## src/rtl/atx_power_sequencer_if.sv

```systemverilog
// Host/board-controller side bundle of the ATX/iCE power sequencer.
// The master drives requests and board status; the slave returns the serial stream and status.
interface atx_power_sequencer_if;
  logic       req_up;
  logic       req_down;
  logic       cs_pgood;
  logic       ice_cdone;
  logic       sdo;
  logic       busy;
  logic       ready;
  logic       fault;
  logic [1:0] last_cmd;
  logic [1:0] retries;

  modport master (
    output req_up, req_down, cs_pgood, ice_cdone,
    input  sdo, busy, ready, fault, last_cmd, retries
  );

  modport slave (
    input  req_up, req_down, cs_pgood, ice_cdone,
    output sdo, busy, ready, fault, last_cmd, retries
  );
endinterface

```

## src/rtl/atx_power_sequencer.sv

```systemverilog
// Brings the ATX supply and iCE configuration up and down by serialising command
// frames to the board controller, with bounded configuration retries and a fault state.
module atx_power_sequencer #(
  parameter int SETTLE_CYCLES = 64,
  parameter int CONF_TIMEOUT  = 1024,
  parameter int MAX_RETRIES   = 3,
  parameter int CNT_W         = 11
) (
  input logic                  sclk,
  input logic                  n_ice_reset,
  atx_power_sequencer_if.slave bus
);

  localparam logic [1:0]       CMD_RESET    = 2'b00;
  localparam logic [1:0]       CMD_POWER_ON = 2'b01;
  localparam logic [1:0]       CMD_ICE_CONF = 2'b10;
  localparam logic [4:0]       LAST_BIT     = 5'd23;
  localparam logic [CNT_W-1:0] SETTLE_LAST  = CNT_W'(SETTLE_CYCLES - 1);
  localparam logic [CNT_W-1:0] CONF_LAST    = CNT_W'(CONF_TIMEOUT - 1);

  typedef enum logic [3:0] {
    S_IDLE,
    S_TX_RST_UP,
    S_TX_PWR,
    S_WAIT_PGOOD,
    S_SETTLE,
    S_TX_CONF,
    S_WAIT_CDONE,
    S_UP,
    S_TX_RST_FAULT,
    S_FAULT,
    S_TX_RST_DOWN
  } state_t;

  // Frame layout: 8 ones, sync 010110, cmd[1], cmd[0], 8 ones.
  function automatic logic f_frame_bit(input logic [4:0] idx, input logic [1:0] cmd);
    logic b;
    b = 1'b1;
    case (idx)
      5'd8:    b = 1'b0;
      5'd9:    b = 1'b1;
      5'd10:   b = 1'b0;
      5'd11:   b = 1'b1;
      5'd12:   b = 1'b1;
      5'd13:   b = 1'b0;
      5'd14:   b = cmd[1];
      5'd15:   b = cmd[0];
      default: b = 1'b1;
    endcase
    return b;
  endfunction

  function automatic logic [1:0] f_sat_inc(input logic [1:0] v);
    return (v == 2'b11) ? v : v + 2'd1;
  endfunction

  function automatic logic f_retry_allowed(input logic [1:0] v);
    return int'(v) < MAX_RETRIES;
  endfunction

  state_t           r_state;
  logic [CNT_W-1:0] r_cnt;
  logic [1:0]       r_retries;
  logic             r_down_pend;

  logic             r_tx_active;
  logic [4:0]       r_bit_idx;
  logic [1:0]       r_tx_cmd;
  logic             r_sdo;
  logic [1:0]       r_last_cmd;

  state_t           w_state_nxt;
  logic [CNT_W-1:0] w_cnt_nxt;
  logic [1:0]       w_retries_nxt;
  logic             w_down_pend_nxt;
  logic             w_tx_start;
  logic [1:0]       w_tx_cmd;
  logic             w_go_down;
  logic             w_fail;
  logic             w_down;
  logic             w_tx_done;
  logic [4:0]       w_bit_nxt;
  logic             w_at_rest;

  // A power-down request seen mid-frame is remembered until the frame ends.
  assign w_down    = bus.req_down | r_down_pend;
  assign w_tx_done = r_tx_active && (r_bit_idx == LAST_BIT);
  assign w_bit_nxt = r_bit_idx + 5'd1;

  // Frame shifter: a start on the last bit chains the next frame with no idle gap.
  always_ff @(posedge sclk or posedge n_ice_reset) begin
    if (n_ice_reset) begin
      r_tx_active <= 1'b0;
      r_bit_idx   <= 5'd0;
      r_tx_cmd    <= CMD_RESET;
      r_sdo       <= 1'b1;
      r_last_cmd  <= CMD_RESET;
    end else if (w_tx_start) begin
      r_tx_active <= 1'b1;
      r_bit_idx   <= 5'd0;
      r_tx_cmd    <= w_tx_cmd;
      r_sdo       <= f_frame_bit(5'd0, w_tx_cmd);
    end else if (w_tx_done) begin
      r_tx_active <= 1'b0;
      r_bit_idx   <= 5'd0;
      r_sdo       <= 1'b1;
    end else if (r_tx_active) begin
      r_bit_idx <= w_bit_nxt;
      r_sdo     <= f_frame_bit(w_bit_nxt, r_tx_cmd);
      if (w_bit_nxt == LAST_BIT) r_last_cmd <= r_tx_cmd;
    end
  end

  always_ff @(posedge sclk or posedge n_ice_reset) begin
    if (n_ice_reset) begin
      r_state     <= S_IDLE;
      r_cnt       <= '0;
      r_retries   <= 2'b00;
      r_down_pend <= 1'b0;
    end else begin
      r_state     <= w_state_nxt;
      r_cnt       <= w_cnt_nxt;
      r_retries   <= w_retries_nxt;
      r_down_pend <= w_down_pend_nxt;
    end
  end

  always_comb begin
    w_state_nxt     = r_state;
    w_cnt_nxt       = r_cnt;
    w_retries_nxt   = r_retries;
    w_down_pend_nxt = 1'b0;
    w_tx_start      = 1'b0;
    w_tx_cmd        = CMD_RESET;
    w_go_down       = 1'b0;
    w_fail          = 1'b0;

    unique case (r_state)
      S_IDLE: begin
        if (bus.req_up && !bus.req_down) begin
          w_tx_start  = 1'b1;
          w_tx_cmd    = CMD_RESET;
          w_state_nxt = S_TX_RST_UP;
        end
      end
      S_TX_RST_UP, S_TX_PWR, S_TX_CONF, S_TX_RST_FAULT: begin
        if (!w_tx_done) begin
          w_down_pend_nxt = w_down;
        end else if (w_down) begin
          w_go_down = 1'b1;
        end else begin
          case (r_state)
            S_TX_RST_UP: begin
              w_tx_start  = 1'b1;
              w_tx_cmd    = CMD_POWER_ON;
              w_state_nxt = S_TX_PWR;
            end
            S_TX_PWR:  w_state_nxt = S_WAIT_PGOOD;
            S_TX_CONF: begin
              w_cnt_nxt   = '0;
              w_state_nxt = S_WAIT_CDONE;
            end
            default:   w_state_nxt = S_FAULT;
          endcase
        end
      end
      S_WAIT_PGOOD: begin
        if (w_down) begin
          w_go_down = 1'b1;
        end else if (bus.cs_pgood) begin
          w_cnt_nxt   = '0;
          w_state_nxt = S_SETTLE;
        end
      end
      S_SETTLE: begin
        if (w_down) begin
          w_go_down = 1'b1;
        end else if (!bus.cs_pgood) begin
          w_cnt_nxt   = '0;
          w_state_nxt = S_WAIT_PGOOD;
        end else if (r_cnt == SETTLE_LAST) begin
          w_tx_start  = 1'b1;
          w_tx_cmd    = CMD_ICE_CONF;
          w_state_nxt = S_TX_CONF;
        end else begin
          w_cnt_nxt = r_cnt + CNT_W'(1);
        end
      end
      S_WAIT_CDONE: begin
        if (w_down) begin
          w_go_down = 1'b1;
        end else if (bus.ice_cdone) begin
          w_state_nxt = S_UP;
        end else if (r_cnt == CONF_LAST) begin
          w_fail = 1'b1;
        end else begin
          w_cnt_nxt = r_cnt + CNT_W'(1);
        end
      end
      S_UP: begin
        if (w_down) begin
          w_go_down = 1'b1;
        end else if (!bus.ice_cdone) begin
          w_fail = 1'b1;
        end
      end
      S_FAULT: begin
        if (w_down) w_go_down = 1'b1;
      end
      S_TX_RST_DOWN: begin
        if (w_tx_done) w_state_nxt = S_IDLE;
      end
      default: w_state_nxt = S_IDLE;
    endcase

    // Power-down outranks a configuration failure raised on the same cycle.
    if (w_go_down) begin
      w_tx_start      = 1'b1;
      w_tx_cmd        = CMD_RESET;
      w_state_nxt     = S_TX_RST_DOWN;
      w_retries_nxt   = 2'b00;
      w_cnt_nxt       = '0;
      w_down_pend_nxt = 1'b0;
    end else if (w_fail) begin
      w_tx_start = 1'b1;
      w_tx_cmd   = CMD_RESET;
      if (f_retry_allowed(r_retries)) begin
        w_retries_nxt = f_sat_inc(r_retries);
        w_state_nxt   = S_TX_RST_UP;
      end else begin
        w_state_nxt = S_TX_RST_FAULT;
      end
    end
  end

  assign w_at_rest    = (r_state == S_IDLE) || (r_state == S_UP) || (r_state == S_FAULT);
  assign bus.sdo      = r_sdo;
  assign bus.busy     = r_tx_active || !w_at_rest;
  assign bus.ready    = (r_state == S_UP);
  assign bus.fault    = (r_state == S_FAULT);
  assign bus.last_cmd = r_last_cmd;
  assign bus.retries  = r_retries;

endmodule

```

## src/flat_wrapper.sv

```systemverilog
// flat-port wrapper written by rule: the top's interface ports become plain ports
module atx_power_sequencer_flat 
#(
  parameter int SETTLE_CYCLES = 64,
  parameter int CONF_TIMEOUT  = 1024,
  parameter int MAX_RETRIES   = 3,
  parameter int CNT_W         = 11
)
  (sclk, n_ice_reset, bus_req_up, bus_req_down, bus_cs_pgood, bus_ice_cdone, bus_sdo, bus_busy, bus_ready, bus_fault, bus_last_cmd, bus_retries);
  atx_power_sequencer_if bus_i ();
  input logic sclk;
  input logic n_ice_reset;
  input wire logic [$bits(bus_i.req_up)-1:0] bus_req_up;
  input wire logic [$bits(bus_i.req_down)-1:0] bus_req_down;
  input wire logic [$bits(bus_i.cs_pgood)-1:0] bus_cs_pgood;
  input wire logic [$bits(bus_i.ice_cdone)-1:0] bus_ice_cdone;
  output wire logic [$bits(bus_i.sdo)-1:0] bus_sdo;
  output wire logic [$bits(bus_i.busy)-1:0] bus_busy;
  output wire logic [$bits(bus_i.ready)-1:0] bus_ready;
  output wire logic [$bits(bus_i.fault)-1:0] bus_fault;
  output wire logic [$bits(bus_i.last_cmd)-1:0] bus_last_cmd;
  output wire logic [$bits(bus_i.retries)-1:0] bus_retries;
  assign bus_i.req_up = bus_req_up;
  assign bus_i.req_down = bus_req_down;
  assign bus_i.cs_pgood = bus_cs_pgood;
  assign bus_i.ice_cdone = bus_ice_cdone;
  assign bus_sdo = bus_i.sdo;
  assign bus_busy = bus_i.busy;
  assign bus_ready = bus_i.ready;
  assign bus_fault = bus_i.fault;
  assign bus_last_cmd = bus_i.last_cmd;
  assign bus_retries = bus_i.retries;
  atx_power_sequencer #(.SETTLE_CYCLES(SETTLE_CYCLES), .CONF_TIMEOUT(CONF_TIMEOUT), .MAX_RETRIES(MAX_RETRIES), .CNT_W(CNT_W)) u_core (.sclk(sclk), .n_ice_reset(n_ice_reset), .bus(bus_i));
endmodule
```

## config.mk

```make
export PLATFORM = sky130hd
export DESIGN_NAME = atx_power_sequencer_flat
export DESIGN_NICKNAME = d
export VERILOG_FILES = /design/src/rtl/atx_power_sequencer_if.sv /design/src/rtl/atx_power_sequencer.sv /design/src/flat_wrapper.sv
export SDC_FILE = /design/constraint.sdc
export NUM_CORES = 1
export LEC_CHECK = 0
export BUFFER_PORTS_ARGS = -buffer_cell sky130_fd_sc_hd__buf_2
export CORE_MARGIN = 5
export CORE_UTILIZATION = 45
export DETAILED_ROUTE_END_ITERATION = 7
export GPL_TIMING_DRIVEN = 0
export SYNTH_ARGS = -nofsm -noshare
export SYNTH_HDL_FRONTEND = slang
export SYNTH_SLANG_ARGS = --single-unit
```

## constraint.sdc

```tcl
create_clock -name sclk -period 3.9 [get_ports sclk]
set_clock_uncertainty 0.2 [all_clocks]
set_input_delay 0.195 -clock sclk [delete_from_list [all_inputs] [get_ports sclk]]
set_output_delay 0.195 -clock sclk [all_outputs]
set_load 0.01 [all_outputs]
```

# ---- Word level (Yosys, flattened, before mapping)
# Cells that the tools add are included.
dict set report totals {
  ff_bits 29
  in_bits 6
  out_inout_bits 8
  word_cells 152
}
dict set report op_classes {
  n_addsub 3
  order_cmp 1
  eq_ne 42
  muxes 73
  n_bitwise 3
  n_reduce_logical 21
}
# op n
set ops {}
lappend ops {{11-bit two-way mux} 12}
lappend ops {{4-bit two-way mux} 14}
lappend ops {{11-bit one-hot mux with 4 select lines} 1}
lappend ops {{4-bit one-hot mux with 7 select lines} 1}
lappend ops {{5-bit by 4-bit equality test with 1-bit output (second input constant)} 5}
lappend ops {{1-bit two-way mux} 25}
lappend ops {{4-bit by 2-bit != test with 1-bit output (second input constant)} 6}
lappend ops {{2-bit two-way mux} 11}
lappend ops {{11-bit AND reduction} 2}
lappend ops {{3-bit by 2-bit != test with 1-bit output (second input constant)} 7}
lappend ops {{4-bit by 3-bit equality test with 1-bit output (second input constant)} 4}
lappend ops {{5-bit two-way mux} 3}
lappend ops {{4-bit equality test (second input constant)} 3}
lappend ops {{4-bit by 1-bit != test with 1-bit output (second input constant)} 3}
lappend ops {{4-bit one-hot mux with 3 select lines} 1}
lappend ops {{11-bit by 1-bit adder with 11-bit output (second input constant)} 1}
lappend ops {{11-bit by 10-bit equality test with 1-bit output (second input constant)} 1}
lappend ops {{11-bit by 6-bit equality test with 1-bit output (second input constant)} 1}
lappend ops {{5-bit equality test (second input constant)} 2}
lappend ops {{3-bit by 1-bit != test with 1-bit output (second input constant)} 3}
lappend ops {{4-bit by 2-bit equality test with 1-bit output (second input constant)} 2}
lappend ops {{1-bit one-hot mux with 3 select lines} 2}
lappend ops {{2-bit nonzero test} 3}
lappend ops {{5-bit by 1-bit adder with 5-bit output (second input constant)} 1}
lappend ops {{other kinds (23)} 29}

# ---- Logic depth before layout (Yosys ltp)
# Gate-level depths: netlist of the first run.
dict set report depth {
  ltp_word 9
  mapped_depth 9
  depth_no_buf 8
}

# ---- Least setup slack after synthesis of the first run
# No wires, ideal clock.
dict set report synth_path {
  path_type {flip-flop to flip-flop}
  from {reg u_core.r_bit_idx[0]}
  to {reg u_core.r_last_cmd[0] (netlist: u_core.bus.last_cmd[0])}
  setup_ns 0.125
  arrival_time_ns 2.301
  path_slack_ns 1.274
  path_stages_with_launch 9
  n_path_buf 1
  cell_sequence {dfrtp_1 ha_1 buf_4 nand4_4 nor2_2 a32oi_1 o2111ai_4 or4_4 mux2_4}
}
dict set report synth_between {
  elab_chain_len 8
}
# element line_no
set synth_lines {}
lappend synth_lines {{from (decl)} atx_power_sequencer.sv:67} ;# logic [4:0] r_bit_idx;
lappend synth_lines {{from (signal assigned)} atx_power_sequencer.sv:108} ;# r_bit_idx <= w_bit_nxt;
lappend synth_lines {{5-bit equality test} atx_power_sequencer.sv:87} ;# assign w_tx_done = r_tx_active && (r_bit_idx == LAST_BIT);
lappend synth_lines {{1-bit logical AND} atx_power_sequencer.sv:87}
lappend synth_lines {{1-bit two-way mux} atx_power_sequencer.sv:147} ;# if (!w_tx_done) begin
lappend synth_lines {{1-bit one-hot mux with 3 select lines} atx_power_sequencer.sv:138} ;# unique case (r_state)
lappend synth_lines {{1-bit two-way mux} atx_power_sequencer.sv:224} ;# end else if (w_fail) begin
lappend synth_lines {{1-bit two-way mux} atx_power_sequencer.sv:217} ;# if (w_go_down) begin
lappend synth_lines {{1-bit NOT (no line)} -}
lappend synth_lines {{4-bit AND reduction (no line) *} -}
lappend synth_lines {{to (signal assigned)} atx_power_sequencer.sv:110} ;# if (w_bit_nxt == LAST_BIT) r_last_cmd <= r_tx_cmd;
lappend synth_lines {{to (decl)} atx_power_sequencer.sv:70} ;# logic [1:0] r_last_cmd;
# Every way passes the cells marked *; elsewhere a longest branch is shown, timed or not.
# A chain may end at the register's enable or synchronous reset.

# ---- Final worst setup path of the first run
# Ends and elaborated chain as after synthesis.

==> results.cfg, run 1 <==
[synthesis]
synth_top_family_by_area = simple AND/OR/NAND/NOR gates
synth.avg_cell_area_um2 = 8.98
synth_edf_count = 0
syn_area_mm2 = 0.00215
synth_top_flop_cell = dfrtp_1
syn_nets = 251
synthXorXnorAreaFrac_pct = 3.67
yosys.area_share.simple_pct = 27.5
yosysUniqueCellTypes = 65
synth_cells = 239
synthArstFlopShare_pct = 100
synth_compound_area_share_pct = 20.6
synth_seq_cells = 29
ys_seq_area_share_pct = 33.9
synth.area.mux_share_pct = 4.26
yosysWarnings = 0
synth_fa_ha_area_share_pct = 3.50

[timing]
hold_viol = 1
whs_ns = -0.00124
slew_violations = 0
rsz0062_at_grt = false
min_period_ns = 2.91
setup_tns_ns = 0
max_freq_mhz = 343
max_slew.worst_pin.slew_ns = 1.16
fin_crit_sh_pct = 74.7
slew_headroom_pct = 22.9
finalSetupViolCount = 0

[layout]
layout_common_cells = dfrtp_1 (28), nor2_1 (24), buf_2 (20), nand2_1 (15), nor3_1 (14)
fin_util_pct = 50.7
area_growth_pct = 10.2
final_common_cell = dfrtp_1
antenna_cells = 0
nets = 271
fillers = 458
design_area_mm2 = 0.00236
drive_gt1_share_pct = 21.9

[grt]
grt_max_degree = 30
grt_overflow = 0
grt_pass1_wl_mm = 8.75
grt_pass1_vias = 1709
grt_usage_pct = 17.7
antenna_found_initial = 0

[routing]
drcViolationCount = 0
route.vias.total = 1848
drtIter0Drc = 119
first_pass_iters = 4
wire_per_inst_um = 16.2
routed_wl_mm = 5.08
via_per_inst = 5.89
drtAntennaViolNets = 0

[run]
drv_cap = 0

[power_and_ir_drop]
p_per_area_mw_per_mm2 = 656
p_comb_share_pct = 58.0
switchingPower_w = 0.000729
power_frac_clock_pct = 16.2
ir_drop_mv = 0.262
sw_frac_of_total_pct = 47.0
power_w = 0.00155
internal_power_w = 0.000823
power_frac_seq_pct = 25.8
p_leak_nw = 1.09

[setup_path]
startpoint_type = flop
regToRegStartpoint = u_core.r_bit_idx[0]
path_max_fanout = 8
rrSetupSlack_ns = 0.99
crit_chain = ha_1 -> buf_4 -> nand4_4 -> nor2_2 -> o2111ai_4 -> o2111ai_4 -> or4_4 -> mux2_4
crit_path_top_delay_cell = or4_4
worstPathArrival_ns = 2.89
path_class = flop to flop
cpPeakStageDelay_ns = 0.61
cp.required_ns = 3.88
reg2reg_depth = 8
reg2reg_to = u_core.bus.last_cmd[0]
cp_common_cell = o2111ai_4
crit_path_end_kind = flop

[floorplanning]
row_count = 25
dieArea_mm2 = 0.00625
die_h_um = 79.1
core_area_mm2 = 0.00466
fp.dieW_um = 79.1
start_util_pct = 46.0
ios = 14

[clock_network]
cts_made_buffers = 5
clkSinkCount = 29
cts_tree = done
cts_buffer_depth = 2
postCtsSetupBuffers = 0
ctsResizeCount = 0
holdBufCountCts = 0
root_buffer = clkbuf_8
clkTransAtPathRegs_ns = 0.07
htree_levels = 2
clock_latency_ns = 0.29

[status]
failed_checks = hold timing
outcome = finished, violations left

[placed_design]
dp_hpwl_mm = 3.55
place_area_mm2 = 0.00228
routabilityCongestion = 0.822
port_buffers = 13

[min_path]
hp-class = primary input to asynchronous set/reset pin
-- synth_stat cells (all sizes together), types with 4 or more instances --
master | instances | share of area, %
nand3 | 10 | 2.3
a21oi | 8 | 1.9
nand2 | 16 | 3.1
nor3 | 15 | 3.7
dfrtp | 28 | 33
nor2 | 26 | 5.4
inv | 9 | 1.6
xnor2 | 5 | 2.0
and3 | 6 | 1.7
or2 | 7 | 2.0
o21ai | 10 | 2.9
clkbuf | 5 | 0.93
a21o | 5 | 1.7
nor4 | 6 | 1.7
ha | 6 | 3.5
xor2 | 4 | 1.6
buf | 13 | 3.9
mux2i | 5 | 2.3
-- area by class of cell --
type / instances / area [um2] / area share, %
Clock inverter: 3 / 17.5 / 0.741
Inverter: 10 / 37.5 / 1.59
Multi-Input combinational cell: 182 / 1280 / 54.0
Buffer: 18 / 104 / 4.39
Timing Repair Buffer: 13 / 65.1 / 2.75
Tap cell: 54 / 67.6 / 2.86
Sequential cell: 29 / 727 / 30.7
Clock buffer: 5 / 68.8 / 2.91
-- metrics by stage --
step / setup WS (ns) / instances
final: 0.987 / 314
after global routing: 0.872 / 314
after CTS: 0.947 / 314
after detailed placement: 0.970 / 306
after global placement: 1.01 / 306
after floorplan: 1.27 / 239
-- logic make-up after synthesis --
| group | Yosys count |
|---|---|
| and+or+nand+nor | 105 |
| AOI/OAI and AO/OA | 54 |
| adders and majority gates | 6 |
| xor gates and xnor gates | 9 |
| muxes | 8 |
| buffers and inverters | 28 |
| DFF | 29 |
-- power by group through the flow --
stage	clock network, W	registers [W]	logic [W]
floorplan	0	0.000401	0.000701
global placement	0	0.000404	0.000885
detailed placement	0	0.000407	0.000893
CTS	0.000260	0.000400	0.000899
global route	0.000280	0.000409	0.000998
finish	0.000251	0.000400	0.000901
-- layer usage --
metal  track usage (%)  up-vias  routed length (um)
met5                 0        -                   0
met4              5.15        0                  68
met3              3.85        7                 243
met2              26.9       41                2310
met1              25.3      889                2460
li1                  -      911                   -
-- flip-flops by register name, indices dropped and copies added, names as in the netlist --
signal,count
u_core.bus.retries,2
u_core.r_bit_idx,5
u_core.bus.sdo,1
u_core.bus.last_cmd,2
u_core.r_tx_active,1
u_core.r_down_pend,1
u_core.r_cnt,11
u_core.r_state,4
u_core.r_tx_cmd,2
-- critical path: cells and delay by family (launching register included) --
kind	cells	cell delay, ns
flip-flops	1	0.44
AO/OA/AOI/OAI	2	0.63
adder cells (fa/ha/maj)	1	0.23
multiplexers	1	0.31
AND/OR/NAND/NOR	3	0.82
buffers and inverters	1	0.17
-- how the worst max path moves through the flow --
stage | cells past startpoint | startpoint | end | slack (ns)
after floorplan | 8 | u_core.r_bit_idx[0] | u_core.bus.last_cmd[0] | 1.27
after global placement | 8 | u_core.r_bit_idx[0] | u_core.bus.last_cmd[0] | 1.01
after detailed placement | 8 | u_core.r_bit_idx[0] | u_core.bus.last_cmd[1] | 0.97
after CTS | 8 | u_core.r_bit_idx[0] | u_core.bus.last_cmd[1] | 0.95
after global routing | 9 | u_core.r_bit_idx[1] | u_core.r_cnt[8] | 0.87
final | 8 | u_core.r_bit_idx[0] | u_core.bus.last_cmd[0] | 0.99
Power figures use the tool's default switching activity.
==> run 2, diff against run 1 <==
clock period = 2.5 ns   (was 3.9 ns; I/O delays follow)
==> results.cfg, run 2 (synthesis results as in run 1) <==
[status]
outcome = finished, final reports clean

[clock_network]
cts_tree = done
clock_latency_ns = 0.28
htree_levels = 2
cts_buffer_depth = 2
cts_made_buffers = 5
clkTransAtPathRegs_ns = 0.06
root_buffer = clkbuf_8
clkSinkCount = 29

[timing]
hold_viol = 0
rsz0062_at_grt = true
slew_violations = 0
slew_headroom_pct = 26.1
finalSetupViolCount = 0
setup_tns_ns = 0
fin_crit_sh_pct = 98.0
max_slew.worst_pin.slew_ns = 1.11
max_freq_mhz = 408
min_period_ns = 2.45

[layout]
largest_reg_flops = 11
antenna_cells = 0
multiInputGateArea_mm2 = 0.00143
area_growth_pct = 24.6
layout_common_cells = dfrtp_1 (26), nor2_1 (23), buf_2 (19), buf_4 (16), nand2_1 (15)
fillers = 411
drive_gt1_share_pct = 33.2
regArea_um2 = 729
final_common_cell = dfrtp_1
fin_util_pct = 57.4
nets = 285
regMostFlops = u_core.r_cnt
largestRegisters = u_core.r_cnt (11), u_core.r_bit_idx (5), u_core.r_state (4)

[setup_path]
path_max_fanout = 7
crit_path_end_kind = flop
worstPathArrival_ns = 2.41
path_class = flop to flop
cp.required_ns = 2.46
startpoint_type = flop

[routing]
drtAntennaViolNets = 0
dr.max_layer_used = met4
drcViolationCount = 0
met1_length_mm = 2.56
drtIter0Drc = 114
via_per_inst = 5.85
dr_wl_met2_mm = 2.48
route.vias.total = 1919
wire_per_inst_um = 16.2
wl_met3_um = 174
routed_wl_mm = 5.31
first_pass_iters = 4

[min_path]
hp-class = primary input to flop

[placed_design]
port_buffers = 13
routabilityCongestion = 0.820
dp_hpwl_mm = 3.43

[power_and_ir_drop]
p_leak_nw = 1.20
p_comb_share_pct = 61.0
internal_power_w = 0.00163
sw_frac_of_total_pct = 43.6
power_frac_seq_pct = 21.4
p_per_area_mw_per_mm2 = 1080
power_frac_clock_pct = 17.5
ir_drop_mv = 0.496
switchingPower_w = 0.00126

[floorplanning]
die_h_um = 79.1
ios = 14
start_util_pct = 46.0
row_count = 25
dieArea_mm2 = 0.00625
fp.dieW_um = 79.1
core_area_mm2 = 0.00466

[grt]
grt_pass1_wl_mm = 8.74
antenna_found_initial = 0
grt_max_degree = 30
grt_pass1_vias = 1753
grt_overflow = 0
grt_usage_pct = 17.8

[run]
drv_cap = 0
==> run 2: cell count changes in the layout (fill, tap and decap cells not counted), sizes merged <==
cell | before | now
buf | 26 | 39
bufinv | 0 | 1
clkbuf | 10 | 12
clkinv | 3 | 0
dlygate4sd3 | 0 | 1
==> run 2: critical path: stages (launching register included) <==
cell and delay, ns:
dfrtp_2 0.43, ha_4 0.16, buf_6 0.13, nand4_4 0.13
nor2_4 0.07, o2111ai_4 0.26, o2111ai_4 0.18, or4_4 0.47
mux2_4 0.31
==> run 2: worst paths after layout <==
kind | slack [ns] | from | endpoint | cells past startpoint
setup / recovery | 0.05 | u_core.r_bit_idx[1] | u_core.bus.last_cmd[1] | 8
hold / removal | 0.03 | bus_req_down | u_core.r_tx_cmd[0] | 4
setup reg to reg | 0.05 | u_core.r_bit_idx[1] | u_core.bus.last_cmd[1] | 8
hold reg to reg | 0.31 | u_core.bus.last_cmd[0] | u_core.bus.last_cmd[0] | 1
max in group asynchronous | 0.89 | n_ice_reset | u_core.r_bit_idx[0] | 3
min in group asynchronous | 0.47 | n_ice_reset | u_core.r_bit_idx[4] | 3
==> run 2: cell type report <==
class	count	share of cell area (%)
Buffer	16	3.79
Clock buffer	7	3.23
Clock inverter	1	1.12
Inverter	10	1.54
Multi-Input combinational cell	182	53.3
Sequential cell	29	27.3
Tap cell	54	2.53
Timing Repair Buffer	29	7.16
==> run 2: routing by layer <==
metal  up-vias  GRT usage, %
met5         -             0
met4         0          6.70
met3         6          2.72
met2        33          27.6
met1       938          25.0
li1        942             -
==> run 2: stage by stage <==
| step | hold WS [ns] | area [um2] | setup WS [ns] | std cells | power [W] |
|---|---|---|---|---|---|
| global placement | 0.291 | 2290 | -0.277 | 306 | 0.00202 |
| global route | 0.0709 | 2670 | -0.0368 | 328 | 0.00308 |
| finish | 0.0323 | 2670 | 0.0496 | 328 | 0.00289 |
| floorplan | 0.00237 | 2160 | 0.00700 | 239 | 0.00172 |
| detailed placement | 0.278 | 2290 | -0.328 | 306 | 0.00202 |
| CTS | 0.0303 | 2500 | 0.00191 | 322 | 0.00267 |
==> run 2: power groups by stage <==
stage	Sequential [W]	Combinational [W]	Clock, W
after floorplan	0.000627	0.00109	0
after global placement	0.000634	0.00138	0
after detailed placement	0.000636	0.00138	0
after CTS	0.000611	0.00153	0.000523
after global routing	0.000630	0.00190	0.000545
final	0.000619	0.00176	0.000506
==> run 2: repair_timing <==
action                                 4_1_cts  5_1_grt
endpoints found under the hold margin       28        0
setup endpoints to repair                   15       20
buffers inserted                             7        8
gates resized for setup                      7       25
pin swaps                                    2        7
hold buffers                                 1        0
==> run 3, diff against run 2 <==
PLACE_DENSITY = 0.72   (was unset)
==> results.cfg, run 3 (synthesis results as in run 1) <==
[floorplanning]
start_util_pct = 46.0
ios = 14
core_area_mm2 = 0.00466
die_h_um = 79.1
dieArea_mm2 = 0.00625
fp.dieW_um = 79.1
row_count = 25

[routing]
drcViolationCount = 0
drtAntennaViolNets = 0
first_pass_iters = 4
via_per_inst = 5.97
drtIter0Drc = 138
routed_wl_mm = 5.05
wire_per_inst_um = 15.7
route.vias.total = 1921

[clock_network]
cts_made_buffers = 5
cts_buffer_depth = 2
clkSinkCount = 29
clock_latency_ns = 0.28
root_buffer = clkbuf_8
clkTransAtPathRegs_ns = 0.06
htree_levels = 2
cts_tree = done

[layout]
largest_reg_flops = 11
drive_gt1_share_pct = 30.2
final_common_cell = dfrtp_1
layout_common_cells = dfrtp_1 (27), nor2_1 (23), buf_2 (19), nand2_1 (15), nor3_1 (14)
area_growth_pct = 19.4
antenna_cells = 0
design_area_mm2 = 0.00256
regMostFlops = u_core.r_cnt
largestRegisters = u_core.r_cnt (11), u_core.r_bit_idx (5), u_core.r_state (4)
nets = 280

[timing]
max_slew.worst_pin.slew_ns = 1.10
rsz0062_at_grt = false
setup_tns_ns = 0
finalSetupViolCount = 0
slew_violations = 0
slew_headroom_pct = 26.9
setup_ws_ns = 0.0649
max_freq_mhz = 411
hold_viol = 0
fin_crit_sh_pct = 97.4
min_period_ns = 2.44

[power_and_ir_drop]
power_w = 0.00263
sw_frac_of_total_pct = 45.0
p_leak_nw = 1.16
p_comb_share_pct = 62.0
switchingPower_w = 0.00119
power_frac_seq_pct = 23.3
power_frac_clock_pct = 14.7
p_per_area_mw_per_mm2 = 1030
internal_power_w = 0.00145
ir_drop_mv = 0.680

[setup_path]
reg2reg_depth = 8
path_max_fanout = 6
cp.required_ns = 2.47
rrSetupSlack_ns = 0.06
path_class = flop to flop
worstPathArrival_ns = 2.40
startpoint_type = flop
regToRegStartpoint = u_core.r_bit_idx[0]
crit_path_end_kind = flop
reg2reg_to = u_core.bus.last_cmd[1]

[min_path]
hp-class = primary input to flop
min_from = bus_req_down
hold_depth = 4
min_to = u_core.r_tx_cmd[0]

[placed_design]
dp_hpwl_mm = 3.37
place_area_mm2 = 0.00229
dp_slack_ns = -0.270
routabilityCongestion = 0.882
port_buffers = 13

[grt]
grt_overflow = 0
grt_pass1_vias = 1802
grt_max_degree = 30
grt_pass1_wl_mm = 8.58
grt_usage_pct = 17.4
antenna_found_initial = 0

[run]
drv_cap = 0

[status]
outcome = finished, final reports clean
## run 3: how the worst max path moves through the flow
stage	start	endpoint	cells after the start
2_1_floorplan	u_core.r_bit_idx[0]	u_core.bus.last_cmd[0]	8
3_3_place_gp	u_core.r_bit_idx[0]	u_core.r_cnt[8]	9
3_5_place_dp	u_core.r_bit_idx[0]	u_core.bus.last_cmd[0]	8
4_1_cts	u_core.r_bit_idx[0]	u_core.bus.last_cmd[1]	8
5_1_grt	u_core.r_bit_idx[1]	u_core.r_state[0]	9
6_report	u_core.r_bit_idx[0]	u_core.bus.last_cmd[1]	8
## run 3: power groups by stage
stage	Combinational, W	Clock [W]	Sequential, W
floorplan	0.00109	0	0.000627
global placement	0.00136	0	0.000635
detailed placement	0.00137	0	0.000636
CTS	0.00151	0.000402	0.000613
global route	0.00178	0.000428	0.000623
finish	0.00163	0.000387	0.000613
## run 3: area by class of cell
class / count / area, um2
repair buffers: 24 / 154
inverters: 10 / 41.3
plain buffers: 16 / 100
well taps: 54 / 67.6
flip-flops and latches: 29 / 728
clock buffers: 7 / 86.3
fillers: 410 / 2100
multi-input cells: 182 / 1390
## run 3: critical path, stage by stage (launching register included)
cell       delay, ns
dfrtp_2         0.41
ha_2            0.18
buf_6           0.12
nand4_4         0.11
nor2_4          0.07
o2111ai_4       0.27
o2111ai_4       0.18
or4_4           0.47
mux2_4          0.31
## run 3: layer usage
layer | global-route usage, % | vias up | share of wire, %
met5 | 0 | - | 0
met4 | 5.84 | 0 | 1.5
met2 | 27.8 | 47 | 47
li1 | - | 939 | -
met1 | 23.4 | 922 | 47
met3 | 3.85 | 13 | 4.6
## run 3: timing repair
item                                    in CTS  in global routing
endpoints found under the setup margin      16                 19
pin swaps                                    2                  5
buffers inserted                             6                  4
gates resized for setup                      5                 19
hold endpoints to repair                    28                  0
hold buffers                                 1                  0
gates cloned                                 0                  0
## run 3: metrics by stage
step	util [%]	cells	hold WS, ns
global placement	49.2	306	0.265
detailed placement	49.2	306	0.263
CTS	52.7	320	0.0194
finish	55.0	322	0.0320
floorplan	-	239	0.00237
global route	55.0	322	0.0789
